## src/rtl/cpu_mem_arbiter.sv

```systemverilog
// Shares one SRAM-like bus between the I-fetch and D-access ports.
// D wins by fixed priority; a starvation guard forces I after STARVE_LIMIT D grants.
module cpu_mem_arbiter #(
   parameter int ADDR_W       = 32,
   parameter int DATA_W       = 32,
   parameter int STARVE_LIMIT = 4
) (
   input  logic              clk,
   input  logic              rst,
   input  logic              i_req,
   input  logic [ADDR_W-1:0] i_addr,
   output logic              i_addr_ok,
   output logic              i_data_ok,
   output logic [DATA_W-1:0] i_rdata,
   input  logic              d_req,
   input  logic              d_wr,
   input  logic [3:0]        d_sel,
   input  logic [ADDR_W-1:0] d_addr,
   input  logic [DATA_W-1:0] d_wdata,
   output logic              d_addr_ok,
   output logic              d_data_ok,
   output logic [DATA_W-1:0] d_rdata,
   output logic              m_req,
   output logic              m_wr,
   output logic [3:0]        m_sel,
   output logic [ADDR_W-1:0] m_addr,
   output logic [DATA_W-1:0] m_wdata,
   input  logic              m_addr_ok,
   input  logic              m_data_ok,
   input  logic [DATA_W-1:0] m_rdata,
   output logic              owner
);

   typedef enum logic [1:0] {IDLE, ADDR, DATA} state_t;

   localparam int CW = $clog2(STARVE_LIMIT + 1);
   localparam logic [CW-1:0] LIM = CW'(STARVE_LIMIT);

   state_t        state, state_next;
   logic [CW-1:0] cnt, cnt_next;
   logic          grant_d, grant_i;

   always_comb begin
      state_next = state;
      cnt_next   = cnt;
      grant_d    = 1'b0;
      grant_i    = 1'b0;
      i_data_ok  = 1'b0;
      d_data_ok  = 1'b0;
      unique case (state)
         IDLE: begin
            // gate grants while rst is held so no addr_ok leaks out of reset
            if (!rst) begin
               grant_d = d_req && !(i_req && cnt == LIM);
               grant_i = i_req && !grant_d;
            end
            if (grant_d) begin
               state_next = ADDR;
               if (!i_req)
                  cnt_next = '0;
               else if (cnt != LIM)
                  cnt_next = cnt + CW'(1);
            end else if (grant_i) begin
               state_next = ADDR;
               cnt_next   = '0;
            end
         end
         ADDR: begin
            if (m_addr_ok)
               state_next = DATA;
         end
         DATA: begin
            if (m_data_ok) begin
               i_data_ok  = !owner;
               d_data_ok  = owner;
               state_next = IDLE;
            end
         end
         default: state_next = IDLE;
      endcase
   end

   always_ff @(posedge clk or posedge rst) begin
      if (rst) begin
         state   <= IDLE;
         cnt     <= '0;
         owner   <= 1'b0;
         m_wr    <= 1'b0;
         m_sel   <= 4'h0;
         m_addr  <= '0;
         m_wdata <= '0;
      end else begin
         state <= state_next;
         cnt   <= cnt_next;
         if (grant_d) begin
            owner   <= 1'b1;
            m_wr    <= d_wr;
            m_sel   <= d_sel;
            m_addr  <= d_addr;
            m_wdata <= d_wdata;
         end else if (grant_i) begin
            owner   <= 1'b0;
            m_wr    <= 1'b0;
            m_sel   <= 4'hF;
            m_addr  <= i_addr;
            m_wdata <= '0;
         end
      end
   end

   assign m_req     = (state == ADDR);
   assign i_addr_ok = grant_i;
   assign d_addr_ok = grant_d;
   assign i_rdata   = m_rdata;
   assign d_rdata   = m_rdata;

endmodule

```

## config.mk

```make
export PLATFORM = sky130hd
export DESIGN_NAME = cpu_mem_arbiter
export DESIGN_NICKNAME = d
export VERILOG_FILES = /design/src/rtl/cpu_mem_arbiter.sv
export SDC_FILE = /design/constraint.sdc
export NUM_CORES = 1
export LEC_CHECK = 0
export CORE_MARGIN = 4
export CORE_UTILIZATION = 39
export CTS_CLUSTER_SIZE = 28
export DETAILED_ROUTE_END_ITERATION = 12
export PLACE_DENSITY = 0.95
export SLEW_MARGIN = 0
export SYNTH_ARGS = -nofsm -noshare
export SYNTH_HDL_FRONTEND = slang
export SYNTH_SLANG_ARGS = --single-unit
```

## constraint.sdc

```tcl
create_clock -name clk -period 5.1 [get_ports clk]
set_input_delay 0.51 -clock clk [delete_from_list [all_inputs] [get_ports clk]]
set_output_delay 0.51 -clock clk [all_outputs]
set_load 0.05 [all_outputs]
```

Word-level counts from Yosys, hierarchy flattened
Cells that the tools add are included.
- output and inout port bits: 139
- ROM bits: 0
- input port bits: 139
- memory bits (writable): 0
- latch bits: 0
- word-level logic and storage cells: 55
- register bits: 75
- memories kept: 0
- shifts and indexed selects: 0
- bitwise logic cells: 0
- magnitude comparators: 0
- reductions and logical operators: 11
- muxes and demuxes: 28
- add/subtract/negate cells: 1
- eq/ne operators: 8
- multipliers: 0
- divide/modulo/power cells: 0
- operators by type and width (operator ; number):
    $mux W32 ; 4
    $mux W1 ; 13
    $mux W3 ; 4
    $mux W2 ; 4
    $mux W4 ; 2
    $ne A3 B3 Y1 const B ; 2
    $pmux W2 S3 ; 1
    $reduce_and A3 Y1 ; 2
    $reduce_bool A2 Y1 ; 2
    $add A3 B1 Y3 const B ; 1
    $eq A3 B3 Y1 const B ; 1
    $logic_and A1 B1 Y1 ; 3
    $logic_not A1 Y1 ; 3
    $ne A3 B2 Y1 const B ; 1
    $eq A2 B1 Y1 const B ; 1
    $eq A2 B2 Y1 const B ; 1
    $logic_not A2 Y1 ; 1
    $ne A2 B1 Y1 const B ; 1
    $ne A2 B2 Y1 const B ; 1

Longest topological paths before layout
Gate-level depths: netlist of run 1.
- word-level depth: 11
- depth in mapped cells: 8
- gate-level depth less buffers: 6

Least setup slack after synthesis of run 1
No wires, ideal clock.
- path kind: input to output
- start: input port rst
- end: output port i_addr_ok
- data required time: 4.590 ns
- stages on the path: 4
- arrival: 2.269 ns
- path buffers: 2
- path slack: 2.321 ns
- cells stage by stage: or3_1 > buf_6 > clkbuf_1 > nor3_1
- word-level cells in the longest chain between the ends: 3
- ends and longest elaborated chain (item ; line ; text):
    from (decl) ; 9 ; input logic rst,
    $mux W1 ; 53 ; if (!rst) begin
    $mux W1 (2 in series) ; 50 ; unique case (state)
    to (decl) ; 12 ; output logic i_addr_ok,
Every way passes these cells. The select of a mux whose other input is x is not followed.

Worst setup path after layout of run 1
- start: input port d_req
- end: output port d_addr_ok
- word-level cells in the longest chain between the ends: 4
- ends and longest elaborated chain (item ; line ; text):
    from (decl) ; 15 ; input logic d_req,
    $logic_and A1 B1 Y1 ; 54 ; grant_d = d_req && !(i_req && cnt == LIM);
    $mux W1 ; 53 ;
    $mux W1 (2 in series) ; 50 ;
    to (decl) ; 20 ; output logic d_addr_ok,
Every way passes these cells. The select of a mux whose other input is x is not followed.

==> impl_metrics.tcl, run 1 <==
set metrics [dict create \
    status "finished, final reports clean" \
    yosysWarnings 0 \
    setup_viol 0 \
    r2r_setup_slack_ns 3.06 \
    timing.rr.start "state[1]$_DFFE_PP0P_" \
    ios 278 \
    hp-class "reg -> reg" \
    start_kind "input pin" \
    critPathKind "in -> out" \
    drt-pass1-iter-count 4 \
    dpl.hpwl_um 8470 \
    initial_core_util_pct 40.5 \
    gr-usage-all-layers_pct 17.9 \
    yosysTopAreaCellShare_pct 44.5 \
    viasPerCell 5.16 \
    syn_avg_cell_area_um2 11.6 \
    antenna_left 0 \
    grt.overflow.total 0 \
    drc 0 \
    tritoncts "done" \
    final.min_clock_period_ns 3.69 \
    fin_worst_skew_ns 0.0105 \
    die_h_um 112 \
    drive_gt1_share_pct 16.6 \
    hold_path_depth 1 \
    worstHoldStart "m_wdata[11]$_DFFE_PP0P_" \
    cts_buffers 9 \
    mappedNetlistNets 506 \
    ys_seq_elements 75 \
    fin_crit_sh_pct 72.4 \
    rows 37 \
    vias 3158 \
    max-clock-path-buffers 2 \
    finalHoldViolations 0 \
    grt_pass1_vias 3413 \
    place.gp.congestion 0.832 \
    max_freq_mhz 271 \
    area_growth_pct 37.6 \
    cap_violations 0 \
    synthTopCellsByArea "dfrtp_1 45%, buf_4 11%, nor4b_2 9.6%" \
    power_density_nw_per_um2 669 \
    clock_latency_ns 0.35 \
    synth.distinct_cells 37 \
    die_x_um 112 \
    cts_hold_buffers 0 \
    yosysSeqAreaShare_pct 44.5 \
    post_cts_buffers 0 \
    drt-total-wl_um 11400 \
    worstMarginPinSlew_ns 1.02 \
    cp.required_ns 4.59 \
    cts_max_level 3 \
    cts_sinks 75 \
    core_area_um2 10400 \
    portBuffers 181 \
    drv_slew 0 \
    min_to "m_wdata[11]$_DFFE_PP0P_" \
    syn_inst 365 \
    cts-root-buf "clkbuf_8" \
    drt_iter0_markers 177 \
    cp_max_fo 34 \
    slew_headroom_pct 32.2 \
    clkTransAtPathRegs_ns 0.09 \
    cts.repair.resized 0 \
    reg2reg_to "m_addr[24]$_DFFE_PP0P_" \
    die_area_um2 12500 \
    diodes 0 \
    reg2reg_depth 4 \
    wl_per_cell_um 18.6 \
    antenna_found_initial 0 \
    synth_top_area_cell "dfrtp_1" \
    fin_hold_ws_ns 0.508 \
    power_leakage_uw 0.00239 \
    finalNetCount 612 \
    syn_area_um2 4220 \
    finalSetupTns_ns 0 \
    grt_setup_unrepaired "no" \
    grt_pass1_wl_um 18200 \
    ir_drop_v 0.000383 \
    grt_max_degree 64 \
    end_kind "output pin" \
    critical_path_arrival_ns 3.18 \
]
cells in the mapped netlist (all sizes together):
cell,instances
ha,2
clkbuf,6
nor2,33
a31oi,1
or3,1
nor4b,30
nand3b,1
o22ai,1
o21ai,4
a21boi,1
and4b,1
a21oi,1
nor3,2
a22o,33
o32ai,2
a2111o,1
o22a,4
buf,86
nand2,2
nand2b,4
o2bb2ai,1
dfrtp,75
a2bb2oi,2
and3,1
a32o,1
inv,37
nor3b,2
a221oi,30
layer usage:
metal / vias to the layer above / track usage [%] / share of wire, %
met5: - / 0 / 0
met4: 0 / 9.29 / 3.5
met3: 48 / 3.59 / 5.7
met2: 118 / 31.7 / 53
met1: 1540 / 20.3 / 38
li1: 1452 / - / -
cells in the final DEF, fill, tap and decap left out, types with 2 or more instances in the layout:
cell / instances
clkdlybuf4s50_1: 181
dfrtp_1: 75
inv_1: 35
a22o_1: 33
nor2_1: 31
nor4b_2: 27
a221oi_2: 20
a221oi_1: 10
clkbuf_8: 9
buf_4: 6
nand2b_1: 4
o22a_1: 4
o21ai_0: 3
inv_6: 3
nor2_4: 2
o32ai_1: 2
a2bb2oi_1: 2
nand2_1: 2
nor3b_1: 2
inv_2: 2
nor4b_1: 2
ha_1: 2
clkinvlp_4: 2
worst max path at each step:
stage               startpoint   endpoint  slack, ns  depth (start not counted)
floorplan                  rst  i_addr_ok       2.32                          4
global placement         d_req  d_addr_ok       1.48                          4
detailed placement       d_req  d_addr_ok       1.39                          4
CTS                      d_req  d_addr_ok       1.41                          4
global route             d_req  d_addr_ok       1.22                          4
finish                   d_req  d_addr_ok       1.41                          4
critical path, stage by stage:
cell and delay, ns:
clkdlybuf4s50_1 1.08, nand3b_4 0.18, inv_2 0.47, clkdlybuf4s50_1 0.93
logic make-up (layout without fill, tap and decap cells):
group | after synthesis | count (layout) | share of synthesized area [%]
and+or+nand+nor | 77 | 77 | 16.4
adders and majority gates | 2 | 2 | 0.593
buffers and inverters | 129 | 240 | 18.9
DFF | 75 | 75 | 44.5
AOI/OAI and AO/OA | 82 | 82 | 19.7
stage by stage:
stage	instance area [um2]	total power (uW)	utilization [%]	setup slack, ns	instances
6_report	5800	3880	55.7	1.41	612
4_1_cts	5800	3920	55.7	1.41	612
3_3_place_gp	5600	3380	53.8	1.48	596
3_5_place_dp	5600	3440	53.8	1.39	596
5_1_grt	5800	4060	55.7	1.22	612
2_1_floorplan	4220	2770	-	2.32	365
sequential cells by signal, indices dropped and copies added, names as in the netlist:
name,flops
cnt,3
owner,1
m_wr,1
state,2
m_sel,4
m_wdata,32
m_addr,32
layout make-up:
type | instances | area (um2)
sequential | 75 | 1880
fill | 879 | 4610
clock buffer | 10 | 128
tap | 136 | 170
timing repair buffer | 187 | 1860
clock inverter | 6 | 71.3
multi-input combinational | 161 | 1560
inverter | 37 | 139
power breakdown:
part	internal, uW	switching, uW	total, uW
Combinational	851	1500	2350
Clock	231	236	468
Sequential	882	178	1060
No activity file was read; power rests on OpenSTA's default activity.
==> run 2, diff against run 1 <==
--- a/config.mk
+++ b/config.mk
@@ -6,10 +6,10 @@
 export NUM_CORES = 1
 export LEC_CHECK = 0
 export CORE_MARGIN = 4
-export CORE_UTILIZATION = 39
+export CORE_UTILIZATION = 33
 export CTS_CLUSTER_SIZE = 28
 export DETAILED_ROUTE_END_ITERATION = 12
-export PLACE_DENSITY = 0.95
+export PLACE_DENSITY = 0.88
 export SLEW_MARGIN = 0
 export SYNTH_ARGS = -nofsm -noshare
 export SYNTH_HDL_FRONTEND = slang
==> constraint.sdc (replaced) <==
create_clock -name clk -period 3.2 [get_ports clk]
set_input_delay 0.32 -clock clk [delete_from_list [all_inputs] [get_ports clk]]
set_output_delay 0.32 -clock clk [all_outputs]
set_load 0.05 [all_outputs]
==> impl_metrics.tcl, run 2 (synthesis gave the netlist of run 1 again) <==
set metrics [dict create \
    fin_hold_ws_ns 0.480 \
    clkTransAtPathRegs_ns 0.06 \
    drive_gt1_share_pct 17.2 \
    grt_pass1_wl_um 18500 \
    fin_worst_skew_ns 0.00615 \
    reg2reg_depth 5 \
    vias 3239 \
    start_kind "flop" \
    finalSetupTns_ns 0 \
    cts_sinks 75 \
    max-clock-path-buffers 2 \
    grt_setup_unrepaired "no" \
    cp_max_fo 16 \
    dpl.hpwl_um 8620 \
    timing.rr.start "cnt[0]$_DFFE_PP0P_" \
    worstMarginPinSlew_ns 1.05 \
    rows 41 \
    finalNetCount 613 \
    ir_drop_v 0.000488 \
    total_power_uw 6490 \
    post_cts_buffers 0 \
    mostFrequentLayoutCells "179 x clkdlybuf4s50_1, 75 x dfrtp_1, 35 x inv_1, 33 x a22o_1, 31 x nor2_1" \
    finalHoldViolations 0 \
    drt-total-wl_um 11700 \
    hp-class "in -> async" \
    crit_path_start "state[1]$_DFFE_PP0P_" \
    core_area_um2 12600 \
    cts.repair.resized 0 \
    ios 278 \
    antenna_found_initial 0 \
    wl_per_cell_um 18.0 \
    antenna_left 0 \
    endpoint "i_addr_ok" \
    cap_violations 0 \
    cts-root-buf "clkbuf_16" \
    viasPerCell 4.99 \
    placed_area_um2 5700 \
    place.gp.congestion 0.769 \
    slew_headroom_pct 29.6 \
    n_fill_cell 1135 \
    die_area_um2 14600 \
    power_leakage_uw 0.00246 \
    cts_hold_buffers 0 \
    diodes 0 \
    utilization_pct 47.7 \
    status "finished, final reports clean" \
    tritoncts "done" \
    cts_buffers 9 \
    critical_path_arrival_ns 2.10 \
    final.min_clock_period_ns 2.42 \
    gr-usage-all-layers_pct 16.2 \
    area_growth_pct 42.2 \
    drt_iter0_markers 175 \
    portBuffers 181 \
    end_kind "output pin" \
    power_density_nw_per_um2 1080 \
    die_h_um 121 \
    die_x_um 121 \
    cts_max_level 3 \
    grt_pass1_vias 3481 \
    grt_max_degree 50 \
    reg2reg_to "m_addr[14]$_DFFE_PP0P_" \
    final_area_um2 6000 \
    drv_slew 0 \
    final_common_cell "clkdlybuf4s50_1" \
    drt-pass1-iter-count 4 \
    initial_core_util_pct 33.5 \
    grt.overflow.total 0 \
    critPathKind "reg -> out" \
    top_regs "m_addr (32), m_wdata (32), m_sel (4)" \
    max_freq_mhz 413 \
    drc 0 \
    fin_crit_sh_pct 75.7 \
    cp.required_ns 2.88 \
    clock_latency_ns 0.34 \
    r2r_setup_slack_ns 1.09 \
    setup_viol 0 \
]
[run 2: cell count changes in the layout (fill, tap and decap cells not counted), sizes merged]
| cell | before | now |
|---|---|---|
| buf | 6 | 9 |
| clkdlybuf4s50 | 181 | 179 |
| clkinvlp | 2 | 1 |
| inv | 40 | 37 |
| clkinv | 0 | 4 |
[run 2: cell type report]
cell class / instances / area (um2) / share of cell area, %
repair buffers: 188 / 1910 / 31.8
flip-flops and latches: 75 / 1880 / 31.3
multi-input cells: 161 / 1560 / 26.0
clock buffers: 10 / 229 / 3.82
well taps: 172 / 215 / 3.59
inverters: 37 / 140 / 2.34
clock inverters: 6 / 65.1 / 1.08
[run 2: worst min path at each step]
stage	slack, ns	to	depth (start not counted)	from
floorplan	0.40	state[1]$_DFFE_PP0P_	1	m_data_ok
finish	0.48	owner$_DFFE_PP0P_	2	rst
global route	0.52	m_wdata[14]$_DFFE_PP0P_	1	m_wdata[14]$_DFFE_PP0P_
detailed placement	0.49	m_wdata[27]$_DFFE_PP0P_	1	m_wdata[27]$_DFFE_PP0P_
CTS	0.50	owner$_DFFE_PP0P_	2	rst
global placement	0.49	m_wdata[13]$_DFFE_PP0P_	1	m_wdata[13]$_DFFE_PP0P_
[run 2: metrics by stage]
step                cells  setup WS [ns]
detailed placement    633          0.763
global placement      633          0.811
CTS                   649          0.742
finish                649          0.776
floorplan             365          0.644
global route          649          0.681
[run 2: power breakdown]
group          leakage (uW)  internal (uW)  switching (uW)
sequential         0.000890           1410             286
combinational       0.00143           1380            2410
clock              0.000143            605             403
total               0.00246           3390            3090
[run 2: worst max-delay path, stage by stage, from the launching register on]
cell     delay [ns]
dfrtp_1        0.43
or3_2          0.73
nor3_1         0.41
buf_12         0.19
[run 2: metal layers]
layer / vias up / global-route usage (%) / routed length, um
li1: 1462 / - / -
met1: 1582 / 18.7 / 4510
met2: 169 / 27.0 / 5780
met3: 26 / 7.18 / 1190
met4: 0 / 5.17 / 219
met5: - / 0 / 0
